### src/rtl/pps_monitor.sv
// pps_monitor
//   Receive side of a 1 Hz PPS/blink link. Synchronizes an external
//   pulse-per-second input, measures the number of i_clk cycles between
//   successive rising edges and reports the period, a lock indication and
//   a sticky loss-of-signal flag.
//
// Ports
//   i_clk      in   1   system clock
//   i_reset_n  in   1   asynchronous, active-low reset
//   i_pps      in   1   PPS input, asynchronous to i_clk
//   o_stb      out  1   one-cycle pulse per detected rising edge of i_pps
//   o_valid    out  1   one-cycle pulse: o_period updated this cycle
//   o_period   out  CW  cycles between the last two detected edges
//   o_locked   out  1   LOCK_COUNT consecutive good periods seen
//   o_lost     out  1   no edge within CLOCK_RATE_HZ+TOLERANCE cycles (sticky)
//   o_err_cnt  out  16  saturating count of bad periods

module pps_monitor #(
  parameter int CLOCK_RATE_HZ = 12_000_000,
  parameter int TOLERANCE     = 1_200,
  parameter int LOCK_COUNT    = 4,
  parameter int CW            = 32
) (
  input  logic          i_clk,
  input  logic          i_reset_n,
  input  logic          i_pps,
  output logic          o_stb,
  output logic          o_valid,
  output logic [CW-1:0] o_period,
  output logic          o_locked,
  output logic          o_lost,
  output logic [15:0]   o_err_cnt
);

  localparam int GW = $clog2(LOCK_COUNT + 1);

  // Largest counter value before the reference is declared lost.
  localparam logic [CW-1:0] LIMIT   = CW'(CLOCK_RATE_HZ + TOLERANCE);
  localparam logic [CW-1:0] GOOD_LO = CW'((CLOCK_RATE_HZ > TOLERANCE) ?
                                          (CLOCK_RATE_HZ - TOLERANCE) : 0);
  localparam logic [CW-1:0] GOOD_HI = CW'(CLOCK_RATE_HZ + TOLERANCE);
  localparam logic [GW-1:0] LOCK_LAST = GW'(LOCK_COUNT - 1);

  typedef enum logic [1:0] {
    IDLE,
    TRACK,
    LOCKED
  } state_t;

  state_t        state, state_next;
  logic [CW-1:0] counter, counter_next;
  logic [GW-1:0] good_cnt, good_next;
  logic [CW-1:0] period_next;
  logic [15:0]   err_next;
  logic          locked_next, lost_next, stb_next, valid_next;

  logic          sync_meta, sync_pps, pps_prev;
  logic          pps_rise;
  logic [CW-1:0] period_meas;
  logic          period_good;
  logic          timeout;

  // Two-flop synchronizer plus edge-history flop. All three reset high so
  // an input already high at reset release is not mistaken for a rise.
  always_ff @(posedge i_clk or negedge i_reset_n) begin
    if (!i_reset_n) begin
      sync_meta <= 1'b1;
      sync_pps  <= 1'b1;
      pps_prev  <= 1'b1;
    end else begin
      sync_meta <= i_pps;
      sync_pps  <= sync_meta;
      pps_prev  <= sync_pps;
    end
  end

  assign pps_rise    = sync_pps & ~pps_prev;
  assign period_meas = counter + CW'(1);
  assign period_good = (period_meas >= GOOD_LO) && (period_meas <= GOOD_HI);
  assign timeout     = (counter == LIMIT);

  // Next-state and output logic. An edge always takes priority over a
  // timeout landing on the same cycle, so that period is still reported.
  always_comb begin
    state_next   = state;
    counter_next = counter;
    good_next    = good_cnt;
    period_next  = o_period;
    err_next     = o_err_cnt;
    locked_next  = o_locked;
    lost_next    = o_lost;
    stb_next     = 1'b0;
    valid_next   = 1'b0;

    case (state)
      IDLE: begin
        // The counter is parked at zero until a reference edge arrives.
        if (pps_rise) begin
          state_next   = TRACK;
          stb_next     = 1'b1;
          lost_next    = 1'b0;
          counter_next = '0;
        end
      end

      TRACK, LOCKED: begin
        if (pps_rise) begin
          stb_next     = 1'b1;
          valid_next   = 1'b1;
          period_next  = period_meas;
          counter_next = '0;
          if (period_good) begin
            if (state == TRACK) begin
              if (good_cnt == LOCK_LAST) begin
                state_next  = LOCKED;
                locked_next = 1'b1;
              end else begin
                good_next = good_cnt + GW'(1);
              end
            end
          end else begin
            state_next  = TRACK;
            locked_next = 1'b0;
            good_next   = '0;
            err_next    = (o_err_cnt == 16'hFFFF) ? o_err_cnt : o_err_cnt + 16'd1;
          end
        end else if (timeout) begin
          state_next   = IDLE;
          lost_next    = 1'b1;
          locked_next  = 1'b0;
          good_next    = '0;
          counter_next = '0;
        end else begin
          counter_next = counter + CW'(1);
        end
      end

      default: begin
        state_next   = IDLE;
        counter_next = '0;
        good_next    = '0;
      end
    endcase
  end

  // State register and registered outputs.
  always_ff @(posedge i_clk or negedge i_reset_n) begin
    if (!i_reset_n) begin
      state     <= IDLE;
      counter   <= '0;
      good_cnt  <= '0;
      o_period  <= '0;
      o_err_cnt <= '0;
      o_locked  <= 1'b0;
      o_lost    <= 1'b0;
      o_stb     <= 1'b0;
      o_valid   <= 1'b0;
    end else begin
      state     <= state_next;
      counter   <= counter_next;
      good_cnt  <= good_next;
      o_period  <= period_next;
      o_err_cnt <= err_next;
      o_locked  <= locked_next;
      o_lost    <= lost_next;
      o_stb     <= stb_next;
      o_valid   <= valid_next;
    end
  end

  // The counter is bounded by the timeout limit.
  counter_bound: assert property (@(posedge i_clk) disable iff (!i_reset_n)
                                  counter <= LIMIT);

endmodule

### config.mk
export PLATFORM = sky130hd
export DESIGN_NAME = pps_monitor
export DESIGN_NICKNAME = d
export VERILOG_FILES = /design/src/rtl/pps_monitor.sv
export SDC_FILE = /design/constraint.sdc
export NUM_CORES = 1
export LEC_CHECK = 0
export ABC_AREA = 1
export CORE_UTILIZATION = 62
export DETAILED_ROUTE_END_ITERATION = 12
export HOLD_SLACK_MARGIN = 0.1
export PLACE_DENSITY = 0.86
export SLEW_MARGIN = 40
export SYNTH_ARGS = -nofsm -noshare
export SYNTH_HDL_FRONTEND = slang
export SYNTH_SLANG_ARGS = --single-unit
export TNS_END_PERCENT = 5
### constraint.sdc
create_clock -name i_clk -period 3.8 [get_ports i_clk]
set_input_delay 0.38 -clock i_clk [delete_from_list [all_inputs] [get_ports i_clk]]
set_output_delay 0.38 -clock i_clk [all_outputs]
set_load 0.02 [all_outputs]
# Yosys cells after proc, flatten, opt, wreduce, memory -nomap -nowiden
# Cells that the tools add are included.
# Widths: inputs -> output; s select.
dict set report classes {
  reduce_logical 12
  bitwise 5
  add_sub_neg 3
  magnitude_cmp 2
  muxes 29
  n_eq_ne 14
}
# operator count
set op_table {}
lappend op_table {{$mux 32} 3}
lappend op_table {{$pmux 32 s2} 1}
lappend op_table {{$add 32x1->32 const B} 1}
lappend op_table {{$eq 32x24->1 const B} 1}
lappend op_table {{$ge 32x24->1 const B} 1}
lappend op_table {{$le 32x24->1 const B} 1}
lappend op_table {{$reduce_and 4->1} 5}
lappend op_table {{$add 16x1->16 const B} 1}
lappend op_table {{$eq 16x16->1 const B} 1}
lappend op_table {{$mux 3} 5}
lappend op_table {{$mux 2} 6}
lappend op_table {{$ne 4x4->1 const B} 3}
lappend op_table {{$mux 1} 11}
lappend op_table {{$ne 2x2->1 const B} 3}
lappend op_table {{$ne 3x2->1 const B} 2}
lappend op_table {{$pmux 3 s2} 1}
lappend op_table {{$not 1->1} 4}
lappend op_table {{$pmux 2 s2} 1}
lappend op_table {{$reduce_bool 2->1} 2}
lappend op_table {{$add 3x1->3 const B} 1}
lappend op_table {{$eq 3x2->1 const B} 1}
lappend op_table {{$ne 3x3->1 const B} 1}
lappend op_table {{$reduce_or 3->1} 1}
lappend op_table {{$eq 2x1->1 const B} 1}
lappend op_table {{7 further kinds} 7}
dict set report totals {
  elab_cells 77
  regBits 92
  in_bits 3
  out_inout_bits 52
}

# Logic depth before layout (Yosys ltp)
# Gate-level depths: netlist of run 1.
dict set report depth {
  ltp_word 6
  depth_mapped 20
  mapped_depth_nobuf 20
}

# Worst setup path before layout of run 1
# OpenSTA, ideal clock, no wires.
dict set report synth_path {
  path_kind {reg-to-reg}
  start {register counter[1]}
  end {register o_err_cnt[10]}
  path_stages_with_launch 17
  setup_time_ns 0.134
  t_arrival_ns 2.298
  t_required_ns 3.666
  path_buffers 1
  period_less_slack_ns 2.432
  slack_ns 1.368
  path_cell_list {dfrtp_1 -> ha_1 -> nand3_2 -> nor2_4 -> nand3_2 -> o21ai_2 -> nand2_2 -> nor2_2 -> nand2_1 -> nor2_4 -> nand2_2 -> a21oi_4 -> nand2_4 -> nand3_4 -> buf_12 -> nor2_2 -> xor2_1}
}
dict set report synth_between {
  elab_chain_cells 5
  elab_cells_between_ends 6
  cone_classes {add/sub: 1; order compare: 2; bitwise: 1; reduce/logical: 2}
}
# item line_no
set synth_rtl {}
lappend synth_rtl {{start: declaration} 51} ;# logic [CW-1:0] counter, counter_next;
lappend synth_rtl {{start signal: assignment} 160} ;# counter <= counter_next;
lappend synth_rtl {{$add 32x1->32 (*)} 78} ;# assign period_meas = counter + CW'(1);
lappend synth_rtl {{$ge 32x24->1 or $le 32x24->1 (tied branches)} 79} ;# assign period_good = (period_meas >= GOOD_LO) && (period_meas <= GOOD_HI);
lappend synth_rtl {{$logic_and 1x1->1 (*)} 79}
lappend synth_rtl {{$not 1->1 (no source line) (*)} --}
lappend synth_rtl {{$reduce_and 4->1 (no source line) (*)} --}
lappend synth_rtl {{end signal: assignment} 163} ;# o_err_cnt <= err_next;
lappend synth_rtl {{end: declaration} 32} ;# output logic [15:0] o_err_cnt
# Every way passes the cells marked *; elsewhere a longest branch is shown, timed or not.
# A chain may end at the register's enable or synchronous reset.

# Worst setup path in the final report of run 1
dict set report layout_path {
  start {register counter[1]}
  end {register o_err_cnt[12]}
}
# The elaborated chain is that of the path after synthesis.

==> flow_summary.ini, run 1 <==
[clock_network]
cts_root_buffer = clkbuf_8
cts_sinks = 92
path_clk_slew_ns = 0.09
cts_tree = built
cts.path.max_buffers = 2
cts_buffers = 9
htreeDepth = 3
clk_latency_ns = 0.37

[finish]
nFillCells = 663
layout_commonest_cell = nand2_1
multiInputGateArea_mm2 = 0.00263
area_growth_pct = 15.8
final_cell_mix = nand2_1 (196), dfrtp_1 (89), inv_1 (77), nor2_1 (65), clkdlybuf4s50_1 (53)
nets = 763
drive_above_1_share = 0.109
seq_area_mm2 = 0.00231
diodes = 0

[logic_synthesis]
synth_flop_cell = dfrtp_1
syn-mean-instance-area_um2 = 7.67
synth-seq-cells = 92
synth-edff-count = 0
yosysWarnings = 0
async_reset_ff_frac = 1.00
synth_nets = 705
ys_seq_area_frac = 0.434
ys_types = 34
syn-cell-area_mm2 = 0.00531
syn-instance-count = 692

[routing]
avgRoutedWirePerCell_um = 15.8
drtIter0Drc = 372
vias = 4906
wirelength_um = 13600
first_pass_iters = 5
drc = 0
viasPerCell = 5.70
antenna_left = 0

[timing]
worstMarginPinSlew_ns = 0.645
fin_skew_ns = 0.0128
holdWs_ns = 0.361
hold_viol_final = 0
fin_crit_sh = 0.772
layout_min_cycle_time_ns = 2.94
tns_ns = 0
drv_slew = 0
setup_viol = 0
slew_headroom = 0.570
fmax_mhz = 341
rsz0062_at_grt = no

[critical_path]
slowest_stage = dfrtp_1
end_kind = flop
required_ns = 4.10
crit_fanout = 16
cp_top_family = simple AND/OR/NAND/NOR gates
reg2reg_from = counter[1]
timing.rr.end = o_err_cnt[12]
critPathLaunch = counter[1]
start_kind = flop
path_cells = ha_1 -> nand2_1 -> nor2_2 -> nand2_2 -> nor2_4 -> nand2_1 -> nand2_2 -> nand2_2 -> nor2_4 -> nand3_1 -> nand2_1 -> nand2_2 -> a21oi_4 -> nand2_4 -> nand3_4 -> inv_2 -> nand2_1 -> nand2_1 -> nand2_1
rrSetupSlack_ns = 0.86
arrival_ns = 3.24
reg2regPathDepth = 19
worst-path-buf-inv = 1
worst-setup-path-type = reg2reg
crit_top_cell = nand2_1
max_stage_delay_ns = 0.44

[run_status]
status = completed

[placed_design]
detailed_place_hpwl_um = 10100
io_buffers = 54
gp_congestion = 0.965

[die]
initial_utilization = 0.643
fp.dieH_um = 94.5
coreArea_mm2 = 0.00826
fp.dieArea_mm2 = 0.00894
num_rows = 33
io_pins = 55
fp.dieW_um = 94.5

[min_path]
hold_path_end = sync_pps
holdPathStages = 0
hold_class = reg2reg
holdCritStartpoint = sync_meta

[global_route]
grt_pass1_vias = 4681
overflow = 0
grt_pass1_wl_um = 21700
grtUsageTotal = 0.320
grt_start_max_net_pins = 73
antenna_found_initial = 0

[pwr]
powerDensity_mw_per_mm2 = 378
p_comb_frac = 0.250
seq_power_share = 0.477
clkPwrFrac = 0.273
switching_share = 0.359
p_leak_nw = 2.68
ir_worst_vdd_uv = 340
p_sw_mw = 0.833
internal_power_mw = 1.49

[job]
max-cap-violations = 0
## routing by layer
| metal | part of all wire | wire length, µm | GRT usage | vias up |
|---|---|---|---|---|
| met2 | 0.50 | 6750 | 0.553 | 207 |
| li1 | - | - | - | 2352 |
| met3 | 0.057 | 778 | 0.0507 | 42 |
| met1 | 0.41 | 5650 | 0.391 | 2305 |
| met5 | 0 | 0 | 0 | - |
| met4 | 0.033 | 451 | 0.150 | 0 |
## logic make-up after synthesis
kind of cell               share of synthesized area
adders and majority gates                     0.0236
AOI/OAI and AO/OA                             0.0841
xor gates and xnor gates                      0.0346
buffers and inverters                         0.0702
DFF                                            0.434
and+or+nand+nor                                0.353
## synthesized netlist by cell type (12+ instances only)
library cell  instances  share of area
nor2_2               12          0.014
dfrtp_1              89           0.42
clkbuf_1             12         0.0085
nand2_1             196           0.14
nand3_1              43          0.041
o22ai_1              26          0.031
nand2_2              19          0.022
o21ai_0              43          0.041
nor2_1               65          0.046
inv_1                77          0.054
xor2_1               19          0.031
nand4_1              19          0.022
## worst register-to-register path: cells and delay by family, from the launching register on
family | cells | cell delay, ns
adder cells (fa/ha/maj) | 1 | 0.27
AND/OR/NAND/NOR | 16 | 1.85
flip-flops | 1 | 0.44
AO/OA/AOI/OAI | 1 | 0.21
buffers and inverters | 1 | 0.11
## what timing repair did
| action | 4_1_cts | 5_1_grt |
|---|---|---|
| gates resized for setup | 0 | 0 |
| hold buffers | 1 | 0 |
| endpoints found under the setup margin | 0 | 0 |
| hold endpoints to repair | 68 | 0 |
| buffers inserted | 0 | 0 |
## power by group through the flow
stage          Sequential, mW  Combinational, mW  Clock (mW)
2_1_floorplan            1.16              0.301           0
3_3_place_gp             1.12              0.543           0
3_5_place_dp             1.12              0.561           0
4_1_cts                  1.11              0.571       0.638
5_1_grt                  1.12              0.628       0.681
6_report                 1.11              0.580       0.635
## flip-flops by register name, summed over array words and instances, names as in the netlist
signal	count
good_cnt	3
o_lost	1
o_err_cnt	16
state	2
o_locked	1
sync_pps	1
o_valid	1
counter	32
sync_meta	1
pps_prev	1
o_period	32
o_stb	1
## area by class of cell
class	count	share of cell area
Clock buffer	10	0.0224
Multi-Input combinational cell	505	0.428
Sequential cell	92	0.375
Inverter	82	0.0501
Timing Repair Buffer	60	0.0958
Clock inverter	6	0.00773
Tap cell	105	0.0214
## metrics by stage
| stage | instances | total power [mW] | util | area [µm²] | setup slack, ns |
|---|---|---|---|---|---|
| 2_1_floorplan | 692 | 1.47 | - | 5310 | 1.37 |
| 3_3_place_gp | 843 | 1.66 | 0.721 | 5950 | 1.05 |
| 3_5_place_dp | 843 | 1.68 | 0.721 | 5950 | 0.928 |
| 4_1_cts | 860 | 2.32 | 0.745 | 6150 | 0.883 |
| 5_1_grt | 860 | 2.43 | 0.745 | 6150 | 0.660 |
| 6_report | 860 | 2.32 | 0.745 | 6150 | 0.865 |
## worst max-delay path by stage
stage,end,depth (start not counted)
2_1_floorplan,o_err_cnt[10],16
5_1_grt,o_err_cnt[12],19
4_1_cts,o_err_cnt[12],19
6_report,o_err_cnt[12],19
3_5_place_dp,o_err_cnt[12],19
3_3_place_gp,o_err_cnt[12],18
No activity file was read; power rests on OpenSTA's default activity.
==> run 2: changes to the inputs <==
CORE_UTILIZATION = 57   (was 62)
PLACE_DENSITY = 0.8   (was 0.86)
clock period = 2.82 ns   (was 3.8 ns; I/O delays follow)
==> run 2 against run 1 <==
The flow now finishes with violations (design-rule violations). Power increased by 39%. Register-to-register slack got worse by 0.76 ns. Critical path type unchanged. Sequential power increased by 34%. Non-clock buffer count increased by 13.
==> flow_summary.ini, run 2 (synthesis gave the netlist of run 1 again) <==
[pwr]
clkPwrFrac = 0.284
p_leak_nw = 2.76
seq_power_share = 0.461
switching_share = 0.342
p_sw_mw = 1.10
p_comb_frac = 0.255
powerDensity_mw_per_mm2 = 508
internal_power_mw = 2.13
ir_worst_vdd_uv = 421

[die]
num_rows = 34
fp.dieArea_mm2 = 0.00970
initial_utilization = 0.600
fp.dieH_um = 98.5
coreArea_mm2 = 0.00885
io_pins = 55
fp.dieW_um = 98.5

[placed_design]
gp_congestion = 0.973
io_buffers = 54
detailed_place_hpwl_um = 9720
placed_area_mm2 = 0.00600

[routing]
vias = 4961
antenna_left = 0
drtIter0Drc = 345
first_pass_iters = 11
viasPerCell = 5.66
wirelength_um = 13700
avgRoutedWirePerCell_um = 15.7
drc = 1

[timing]
fin_crit_sh = 0.964
tns_ns = 0
drv_slew = 0
fmax_mhz = 368
setup_viol = 0
worstMarginPinSlew_ns = 0.720
slew_headroom = 0.520
layout_min_cycle_time_ns = 2.72
hold_viol_final = 0
fin_skew_ns = 0.00711

[min_path]
holdCritStartpoint = i_pps
hold_class = in2reg
hold_path_end = sync_meta
holdPathStages = 1

[finish]
area_growth_pct = 19.9
nets = 777
layout_commonest_cell = nand2_1
final_cell_mix = nand2_1 (192), dfrtp_1 (85), inv_1 (77), nor2_1 (59), clkdlybuf4s50_1 (53)
top_regs = counter x32, o_period x32, o_err_cnt x16
drive_above_1_share = 0.144
diodes = 0
fin_area_mm2 = 0.00637

[clock_network]
cts_root_buffer = clkbuf_8
cts_sinks = 92
cts_tree = built
htreeDepth = 3
clk_latency_ns = 0.36
cts.path.max_buffers = 2
cts_buffers = 9
path_clk_slew_ns = 0.09

[critical_path]
reg2reg_from = counter[18]
worst-setup-path-type = reg2reg
end_kind = flop
timing.rr.end = o_err_cnt[12]
path_cells = nand2_1 -> nor2_2 -> nand2_1 -> nor2_2 -> nand2_1 -> nand2_2 -> nand2_2 -> nor2_2 -> nand2_1 -> nor2_4 -> nand2_2 -> a21oi_4 -> nand2_4 -> nand3_4 -> inv_2 -> nand3_1 -> nand2_1
crit_fanout = 8
crit_top_cell = nand2_1
arrival_ns = 2.98
rrSetupSlack_ns = 0.10
required_ns = 3.08
max_stage_delay_ns = 0.44
reg2regPathDepth = 17
slowest_stage = dfrtp_2
start_kind = flop

[job]
max-cap-violations = 0

[global_route]
grtUsageTotal = 0.291
grt_pass1_wl_um = 22400
overflow = 0
grt_pass1_vias = 4757
antenna_found_initial = 0
grt_start_max_net_pins = 91

[run_status]
status = finished, violations left
violations = design-rule violations
-- run 2: changes by cell type in the layout (fill, tap and decap cells not counted), sizes merged --
| cell | change |
|---|---|
| buf | +12 |
| clkbuf | +2 |
| bufinv | +1 |
| clkinv | -1 |
| inv | -1 |
| nand3 | +1 |
-- run 2: what timing repair did --
action	4_1_cts	5_1_grt
gates resized for setup	1	21
gates cloned	1	0
buffers inserted	0	9
hold endpoints to repair	89	0
pin swaps	0	13
hold buffers	1	0
endpoints found under the setup margin	14	21
-- run 2: worst max path at each step --
stage,start,endpoint,cells after the start
finish,counter[18],o_err_cnt[12],17
global route,counter[1],o_err_cnt[12],19
CTS,counter[0],o_err_cnt[12],18
detailed placement,counter[0],o_err_cnt[12],18
global placement,counter[0],o_err_cnt[12],18
floorplan,counter[1],o_err_cnt[10],16
-- run 2: power groups by stage --
| stage | registers [mW] | logic [mW] | clock network [mW] |
|---|---|---|---|
| detailed placement | 1.51 | 0.777 | 0 |
| global route | 1.50 | 0.892 | 0.982 |
| finish | 1.49 | 0.824 | 0.919 |
| CTS | 1.48 | 0.788 | 0.940 |
| global placement | 1.50 | 0.766 | 0 |
| floorplan | 1.57 | 0.406 | 0 |
-- run 2: final cells by class --
cell class | count | area (µm²)
flip-flops and latches | 92 | 2310
fillers | 756 | 2480
clock buffers | 11 | 141
repair buffers | 73 | 702
clock inverters | 5 | 60.1
well taps | 108 | 135
inverters | 82 | 308
multi-input cells | 506 | 2710
-- run 2: per-layer routing --
layer / vias to the layer above / track usage / routed length [µm]
met4: 0 / 0.125 / 404
li1: 2380 / - / -
met3: 39 / 0.0624 / 905
met5: - / 0 / 0
met2: 191 / 0.489 / 6750
met1: 2351 / 0.366 / 5670
-- run 2: critical path: cells and delay by family, from the launching register on --
kind / cells / cell delay [ns]
buf+inv: 1 / 0.10
compound gates: 1 / 0.22
flops: 1 / 0.44
simple gates: 15 / 1.86
-- run 2: stage by stage --
stage | hold WS (ns) | std cells | total power, mW | setup slack, ns | util
final | 0.325 | 877 | 3.23 | 0.102 | 0.720
after global routing | 0.323 | 877 | 3.38 | -0.0160 | 0.720
after CTS | 0.321 | 868 | 3.21 | -0.00931 | 0.704
after detailed placement | 0.347 | 850 | 2.28 | -0.0849 | 0.678
after global placement | 0.348 | 850 | 2.27 | 0.0702 | 0.678
after floorplan | -0.0136 | 692 | 1.97 | 0.388 | -
